[src/rtl/lock_sequencer.sv]
// Three-digit combination lock sequencer driving a comparator_store datapath.
// Define LOCK_SEQ_LOCKOUT_EN to enable the fail counter, LOCKOUT state and alarm.
// `program` is a reserved word in SystemVerilog, so the write strobe is named prog_write.
module lock_sequencer #(
  parameter int OPEN_CYCLES    = 16,
  parameter int TIMEOUT_CYCLES = 64,
  parameter int MAX_FAILS      = 3,
  parameter int LOCKOUT_CYCLES = 128
) (
  input  logic       clk,
  input  logic       rst_n,
  input  logic       enter,
  input  logic       prog_req,
  input  logic [2:0] compare,
  output logic [1:0] code_no,
  output logic       prog_write,
  output logic       unlocked,
  output logic       alarm,
  output logic       busy
);

  localparam int MAX_OT = (OPEN_CYCLES > TIMEOUT_CYCLES) ? OPEN_CYCLES : TIMEOUT_CYCLES;
  localparam int MAX_T  = (MAX_OT > LOCKOUT_CYCLES) ? MAX_OT : LOCKOUT_CYCLES;
  localparam int TW     = $clog2(MAX_T + 1);

  localparam logic [TW-1:0] T_OPEN    = TW'(OPEN_CYCLES);
  localparam logic [TW-1:0] T_TIMEOUT = TW'(TIMEOUT_CYCLES);
  localparam logic [TW-1:0] T_LOCK    = TW'(LOCKOUT_CYCLES);
  localparam logic [TW-1:0] T_ONE     = TW'(1);

  typedef enum logic [2:0] {
    S_IDLE,
    S_ENTRY,
    S_OPEN,
    S_PROG,
    S_LOCKOUT
  } state_t;

  state_t        state;
  logic [TW-1:0] timer;
  logic          mismatch;
  logic          digit_mm;
  logic          last_digit;
  logic          attempt_ok;
  logic          attempt_fail;
  logic          fail_lock;

  // Mismatch accumulated over all digits so far, including the one on the bus now.
  assign digit_mm     = mismatch | ~compare[code_no];
  assign last_digit   = (state == S_ENTRY) && enter && (code_no == 2'd2);
  assign attempt_ok   = last_digit && !digit_mm;
  assign attempt_fail = (last_digit && digit_mm) ||
                        ((state == S_ENTRY) && !enter && (timer == T_ONE));

`ifdef LOCK_SEQ_LOCKOUT_EN
  logic [2:0] fail_cnt;
  logic [2:0] fail_inc;
  logic       lock_done;

  assign fail_inc  = (fail_cnt >= 3'(MAX_FAILS)) ? fail_cnt : fail_cnt + 3'd1;
  assign fail_lock = (fail_inc >= 3'(MAX_FAILS));
  assign lock_done = (state == S_LOCKOUT) && (timer == T_ONE);

  always_ff @(posedge clk or negedge rst_n) begin
    if (!rst_n) begin
      fail_cnt <= 3'd0;
    end else if (attempt_ok || lock_done) begin
      fail_cnt <= 3'd0;
    end else if (attempt_fail) begin
      fail_cnt <= fail_inc;
    end
  end
`else
  assign fail_lock = 1'b0;
`endif

  // NOTE: state registers use non-blocking assignments so every branch reads
  // the pre-edge values, independent of statement order.
  always_ff @(posedge clk or negedge rst_n) begin
    if (!rst_n) begin
      state      <= S_IDLE;
      code_no    <= 2'd0;
      prog_write <= 1'b0;
      unlocked   <= 1'b0;
      alarm      <= 1'b0;
      busy       <= 1'b0;
      mismatch   <= 1'b0;
      timer      <= '0;
    end else begin
      case (state)
        S_IDLE: begin
          if (enter) begin
            mismatch <= ~compare[0];
            code_no  <= 2'd1;
            timer    <= T_TIMEOUT;
            busy     <= 1'b1;
            state    <= S_ENTRY;
          end
        end

        S_ENTRY: begin
          if (attempt_ok) begin
            state    <= S_OPEN;
            code_no  <= 2'd0;
            unlocked <= 1'b1;
            busy     <= 1'b0;
            timer    <= T_OPEN;
          end else if (attempt_fail) begin
            code_no <= 2'd0;
            if (fail_lock) begin
              state <= S_LOCKOUT;
              alarm <= 1'b1;
              timer <= T_LOCK;
            end else begin
              state <= S_IDLE;
              busy  <= 1'b0;
              timer <= '0;
            end
          end else if (enter) begin
            mismatch <= digit_mm;
            code_no  <= code_no + 2'd1;
            timer    <= T_TIMEOUT;
          end else begin
            timer <= timer - T_ONE;
          end
        end

        S_OPEN: begin
          if (prog_req) begin
            state   <= S_PROG;
            code_no <= 2'd0;
            busy    <= 1'b1;
            timer   <= T_TIMEOUT;
          end else if (timer == T_ONE) begin
            state    <= S_IDLE;
            unlocked <= 1'b0;
            timer    <= '0;
          end else begin
            timer <= timer - T_ONE;
          end
        end

        S_PROG: begin
          // The write cycle completes the slot; enter is not accepted during it.
          if (prog_write) begin
            prog_write <= 1'b0;
            if (code_no == 2'd2) begin
              state    <= S_IDLE;
              code_no  <= 2'd0;
              unlocked <= 1'b0;
              busy     <= 1'b0;
              timer    <= '0;
            end else begin
              code_no <= code_no + 2'd1;
            end
          end else if (enter) begin
            prog_write <= 1'b1;
            timer      <= T_TIMEOUT;
          end else if (timer == T_ONE) begin
            state    <= S_IDLE;
            code_no  <= 2'd0;
            unlocked <= 1'b0;
            busy     <= 1'b0;
            timer    <= '0;
          end else begin
            timer <= timer - T_ONE;
          end
        end

        S_LOCKOUT: begin
          if (timer == T_ONE) begin
            state <= S_IDLE;
            alarm <= 1'b0;
            busy  <= 1'b0;
            timer <= '0;
          end else begin
            timer <= timer - T_ONE;
          end
        end

        default: state <= S_IDLE;
      endcase
    end
  end

endmodule
[config.mk]
export PLATFORM = sky130hd
export DESIGN_NAME = lock_sequencer
export DESIGN_NICKNAME = d
export VERILOG_FILES = /design/src/rtl/lock_sequencer.sv
export SDC_FILE = /design/constraint.sdc
export NUM_CORES = 1
export LEC_CHECK = 0
export CAP_MARGIN = 40
export CORE_AREA = 2 2 56 58
export DETAILED_ROUTE_END_ITERATION = 7
export DIE_AREA = 0 0 58 60
export PLACE_DENSITY_LB_ADDON = 0.15
export SLEW_MARGIN = 30
export SYNTH_ARGS = -nofsm -noshare
export SYNTH_HDL_FRONTEND = slang
export SYNTH_SLANG_ARGS = --single-unit
export TNS_END_PERCENT = 5
[constraint.sdc]
create_clock -name clk -period 2 [get_ports clk]
set_input_delay 0.4 -clock clk [delete_from_list [all_inputs] [get_ports clk]]
set_output_delay 0.4 -clock clk [all_outputs]
set_load 0.05 [all_outputs]
# ---- After elaboration in Yosys (flattened, before gate mapping)
# Cells that the tools add are included.
dict set report word_totals {
  elab_cells 104
  in_bits 7
  register_bits 17
  output_inout_bits 6
}
dict set report classes {
  n_bitwise 3
  magnitude_cmp 1
  eq_ne 18
  addsub 2
  n_reduce_logical 20
  muxes 53
}
# op count
set op_table {}
lappend op_table {{$mux W8} 9}
lappend op_table {{$pmux W8 S5} 1}
lappend op_table {{$mux W3} 8}
lappend op_table {{$mux W1} 20}
lappend op_table {{$mux W2} 9}
lappend op_table {{$pmux W3 S5} 1}
lappend op_table {{$ne A2 B2 Y1 const B} 7}
lappend op_table {{$ne A3 B3 Y1 const B} 4}
lappend op_table {{$reduce_and A6 Y1} 2}
lappend op_table {{$reduce_and A5 Y1} 2}
lappend op_table {{$eq A8 B1 Y1 const B} 1}
lappend op_table {{$pmux W2 S4} 1}
lappend op_table {{$sub A8 B1 Y8 const B} 1}
lappend op_table {{$eq A3 B2 Y1 const B} 2}
lappend op_table {{$logic_and A1 B1 Y1} 6}
lappend op_table {{$pmux W1 S5} 1}
lappend op_table {{$reduce_bool A5 Y1} 1}
lappend op_table {{$ne A4 B4 Y1 const B} 1}
lappend op_table {{$reduce_and A4 Y1} 1}
lappend op_table {{$reduce_bool A4 Y1} 1}
lappend op_table {{$eq A3 B1 Y1 const B} 1}
lappend op_table {{$eq A3 B3 Y1 const B} 1}
lappend op_table {{$logic_not A3 Y1} 1}
lappend op_table {{$lt A2 B3 Y1 const B} 1}
lappend op_table {{12 further kinds} 14}

# ---- Depth between registers and ports, before layout
dict set report logic_depth {
  ltp_word 9
  mapped_depth 7
  ltp_nobuf 7
}

# ---- Worst setup path after synthesis
# Ideal clock, no wire load.
dict set report synth_timing {
  path_kind {register -> register}
  startpoint {register code_no[0]}
  endpoint {register timer[7]}
  setup_ns 0.136
  slack_ns 0.072
  synth_period_minus_slack_ns 1.928
  stages_incl_launch_ff 7
  t_arrival_ns 1.791
  t_required_ns 1.864
  n_path_buf 0
  cell_sequence {dfrtp_1 > inv_1 > ha_1 > o21bai_1 > a221o_1 > o21ai_0 > o41ai_1}
}
dict set report synth_between {
  elab_chain_cells 9
  word_cells_on_any_way 15
  cone_classes {eq/ne (2); mux (5); bitwise (2); reduce/logical (6)}
}
# item line_no
set synth_lines {}
lappend synth_lines {{from (decl)} 15} ;# output logic [1:0] code_no,
lappend synth_lines {{from (signal assigned)} 121} ;# code_no <= code_no + 2'd1;
lappend synth_lines {{from (signal assigned)} 154} ;# code_no <= code_no + 2'd1;
lappend synth_lines {{$bmux W1 S2} 49} ;# assign digit_mm = mismatch | ~compare[code_no];
lappend synth_lines {{$mux W1 (implied by the code)} 49}
lappend synth_lines {{$not A1 Y1} 49}
lappend synth_lines {{$or A1 B1 Y1} 49}
lappend synth_lines {{$logic_and A1 B1 Y1} 52} ;# assign attempt_fail = (last_digit && digit_mm) ||
lappend synth_lines {{$logic_or A1 B1 Y1} 52}
lappend synth_lines {{$mux W8} 108} ;# end else if (attempt_fail) begin
lappend synth_lines {{$mux W8} 102} ;# if (attempt_ok) begin
lappend synth_lines {{$pmux W8 S5} 90} ;# case (state)
lappend synth_lines {{to (signal assigned)} 124} ;# timer <= timer - T_ONE;
lappend synth_lines {{to (signal assigned)} 139} ;# timer <= timer - T_ONE;
lappend synth_lines {{to (signal assigned)} 166} ;# timer <= timer - T_ONE;
lappend synth_lines {{to (decl)} 40} ;# logic [TW-1:0] timer;
# Several ways; a longest one is shown, not always the timed one. The select of a mux whose other input is x is not followed.
# A chain may end at the register's enable or synchronous reset.

# ---- Final worst setup path
dict set report layout_timing {
  startpoint {register busy}
  endpoint {output port busy}
}
# item line_no
set layout_rtl {}
lappend layout_rtl {{from (decl)} 19} ;# output logic busy
lappend layout_rtl {{from (signal assigned)} 86} ;# busy <= 1'b0;
lappend layout_rtl {{from (signal assigned)} 96} ;# busy <= 1'b1;
lappend layout_rtl {{from (signal assigned)} 106} ;# busy <= 1'b0;
# No word-level cell between the ends.

==> run metrics <==
first drt pass iteration count 4; Residual DRC 0; multi-input combinational cell area 835 µm²; Worst EP arrival 1.53 ns; Hold-fix buffers, CTS 0; clock sink count 17; Crit Path Max Fanout 3; Post-Synth Simple-Gate Area 24.9%; Startpoint Class flop; total vias in the final route 1316; number of global-route vias before repair 1288; Cell variety after synth 53; Starting Density 46.8%; global route total overflow 0; EDFF count, synth 0; Area Growth Syn to Fin 22.3%; Sw Share 48.3%; fmax 517 MHz; I/O pin cnt 13; final instance area 1660 µm²; largest family of logic cells by synthesized area compound AO/OA/AOI/OAI gates; area of the die 3480 µm²; worst path cell trace clkdlybuf4s50_1; Finished Core Util 57.2%; Max Cap Viol 0; core area 2900 µm²; Fin. Hold Viols 0; xor/xnor share of the synthesized area 0.645%; gpl congestion 0.998; DP Cell Count 218; CTS tree done; Antenna Violating Nets Remaining 0; mux contribution to synthesized area 5.35%; routed wire length 3500 µm; Avg WL per Cell 15.7 µm; Nets 202; Yosys Warn Count 0; first-pass GRT wire length 5950 µm; Synth Instances 161; Post-Synthesis Net Count 173; Leak 0.748 nW; largest net degree at the start of global routing 18; FFs w/ async S/R, synth 100%; post-layout min period 1.93 ns; die width 58 µm; sequential share of power 28.1%; combinational fraction of design power 63.6%; clk_skew 0.00373 ns; initial drt markers 37; CTS buffer count 3; ys flop type dfrtp_1; diode count 0; Max transition margin 66.3%; clk root buf clkbuf_4; Final Setup Violations 0; VDD IR max 0.798 mV; share of cells above drive strength 1 21.7%; port buffer count 11; setup repair bufs after CTS 0; sw power 0.00113 W; status completed; Detailed Place HPWL 2610 µm; CTS clock-pin slew for the worst setup and hold paths 0.11 ns; period utilisation layout 96.6%; Post-Route Setup TNS 0 ns; slowest library cell on the worst path clkdlybuf4s50_1; Power Density 1400 nW/µm²; Synth Area in Adders 4.61%; critical setup path kind flop to output port; Least-Margin Pin Slew 0.504 ns; Seq cells post-synth 17; Seq/Total Area, Yosys 31.3%; syn avg cell area 8.43 µm²; initial antenna violation count 0; Die H 60 µm; flip-flop and latch area 427 µm²; Synth area leader dfrtp_1; RSZ-0062 raised after global routing false; All-Layer GR Usage 22.1%; Place WS -0.0503 ns; H-tree depth 1; Crit path buffers/inverters 1; Setup WS post-layout 0.0670 ns; Pint 0.00121 W; Critical Path RT 1.60 ns; post-synth top area share 31.3%; slowest stage delay, CP 0.82 ns; Longest Clk Path Bufs 2; Cell Rows 20; top post-synthesis cells by area dfrtp_1 (31%), nand2_1 (5.8%), ha_1 (4.6%), o21ai_0 (4.1%), mux2i_1 (3.7%); CP endpoint kind output port; cell family with most CP delay buffers and inverters; Synth Area in Compound Gates 25.4%; HP Class input pin to async pin; Worst-Skew Late Latency 0.30 ns; fillcell total 276; post-DR vias/cell 5.93; Max Transition Viols Final 0; placed cell area 1620 µm²; Mapped Area 1360 µm²; clock power share 8.3%; Non-Filler Instances 222
[state kept, by name, indices dropped and copies added (netlist names)]
name        flops
timer           8
state           3
code_no         2
busy            1
mismatch        1
prog_write      1
unlocked        1
[cell usage after synthesis, types with 3 or more instances]
cell type,number
inv_1,12
ha_1,5
a21oi_1,9
nor3b_1,3
or3_1,3
buf_2,6
nor2b_1,3
mux2i_1,5
o21ai_0,11
o22ai_1,4
a211oi_1,3
dfrtp_1,17
nor2_1,12
nand3_1,4
nand2_1,21
[cell type report]
class	count	area share, %
Clock buffer	3	1.36
Clock inverter	1	0.301
Inverter	12	2.71
Multi-Input combinational cell	122	50.3
Sequential cell	17	25.7
Tap cell	33	2.49
Timing Repair Buffer	34	17.2
[worst paths after layout]
| check | start | to | slack [ns] | cells after the start |
|---|---|---|---|---|
| setup reg to reg | timer[1] | busy | 0.13 | 6 |
| setup / recovery | busy | busy | 0.07 | 1 |
| hold reg to reg | timer[7] | timer[7] | 0.52 | 1 |
| min in group clk | timer[7] | timer[7] | 0.52 | 1 |
| max in group asynchronous | rst_n | state[2] | 1.37 | 2 |
| hold / removal | rst_n | busy | 0.42 | 2 |
[timing repair]
action / CTS / global route
hold endpoints to repair: 0 / 0
resized for setup: 0 / 5
endpoints found under the setup margin: 0 / 9
[metrics by stage]
step,hold slack [ns],power [W]
floorplan,0.104,0.00163
global placement,0.501,0.00212
detailed placement,0.498,0.00214
CTS,0.424,0.00233
global route,0.441,0.00250
finish,0.420,0.00233
[routing by layer]
layer / track usage [%] / share of wire [%] / vias to the layer above
met2: 38.5 / 50 / 27
met3: 4.11 / 3.7 / 4
li1: - / - / 643
met5: 0 / 0 / -
met1: 28.7 / 45 / 642
met4: 4.65 / 1.0 / 0
[placed cells by master (no fill, tap or decap), types with 2 or more instances in the layout]
master and instances:
nand2_1 21, buf_4 24, a31oi_1 2, a21oi_1 9
nor3b_1 3, nor3_1 2, clkbuf_4 3, clkdlybuf4s50_1 8
o22ai_1 4, dlymetal6s2s_1 2, nand3_1 4, nand2b_1 2
mux2i_1 5, nor2_1 12, a32oi_1 2, or3_1 3
o21ai_0 11, nor2b_1 3, dfrtp_1 16, ha_1 4
mux2_2 2, a211oi_1 3, inv_1 12
[power by group through the flow]
stage,Combinational (W),Clock (W),Sequential [W]
2_1_floorplan,0.000864,0,0.000769
5_1_grt,0.00162,0.000211,0.000673
6_report,0.00148,0.000193,0.000656
3_3_place_gp,0.00147,0,0.000650
4_1_cts,0.00148,0.000199,0.000651
3_5_place_dp,0.00148,0,0.000658
[logic make-up (layout without fill, tap and decap cells)]
group,after synthesis,in the layout
AO/OA/AOI/OAI,47,47
XOR/XNOR,1,1
adder cells (fa/ha/maj),5,5
buffers and inverters,22,50
flip-flops,17,17
multiplexers,7,7
other,1,1
AND/OR/NAND/NOR,61,61
Power figures use the tool's default switching activity.
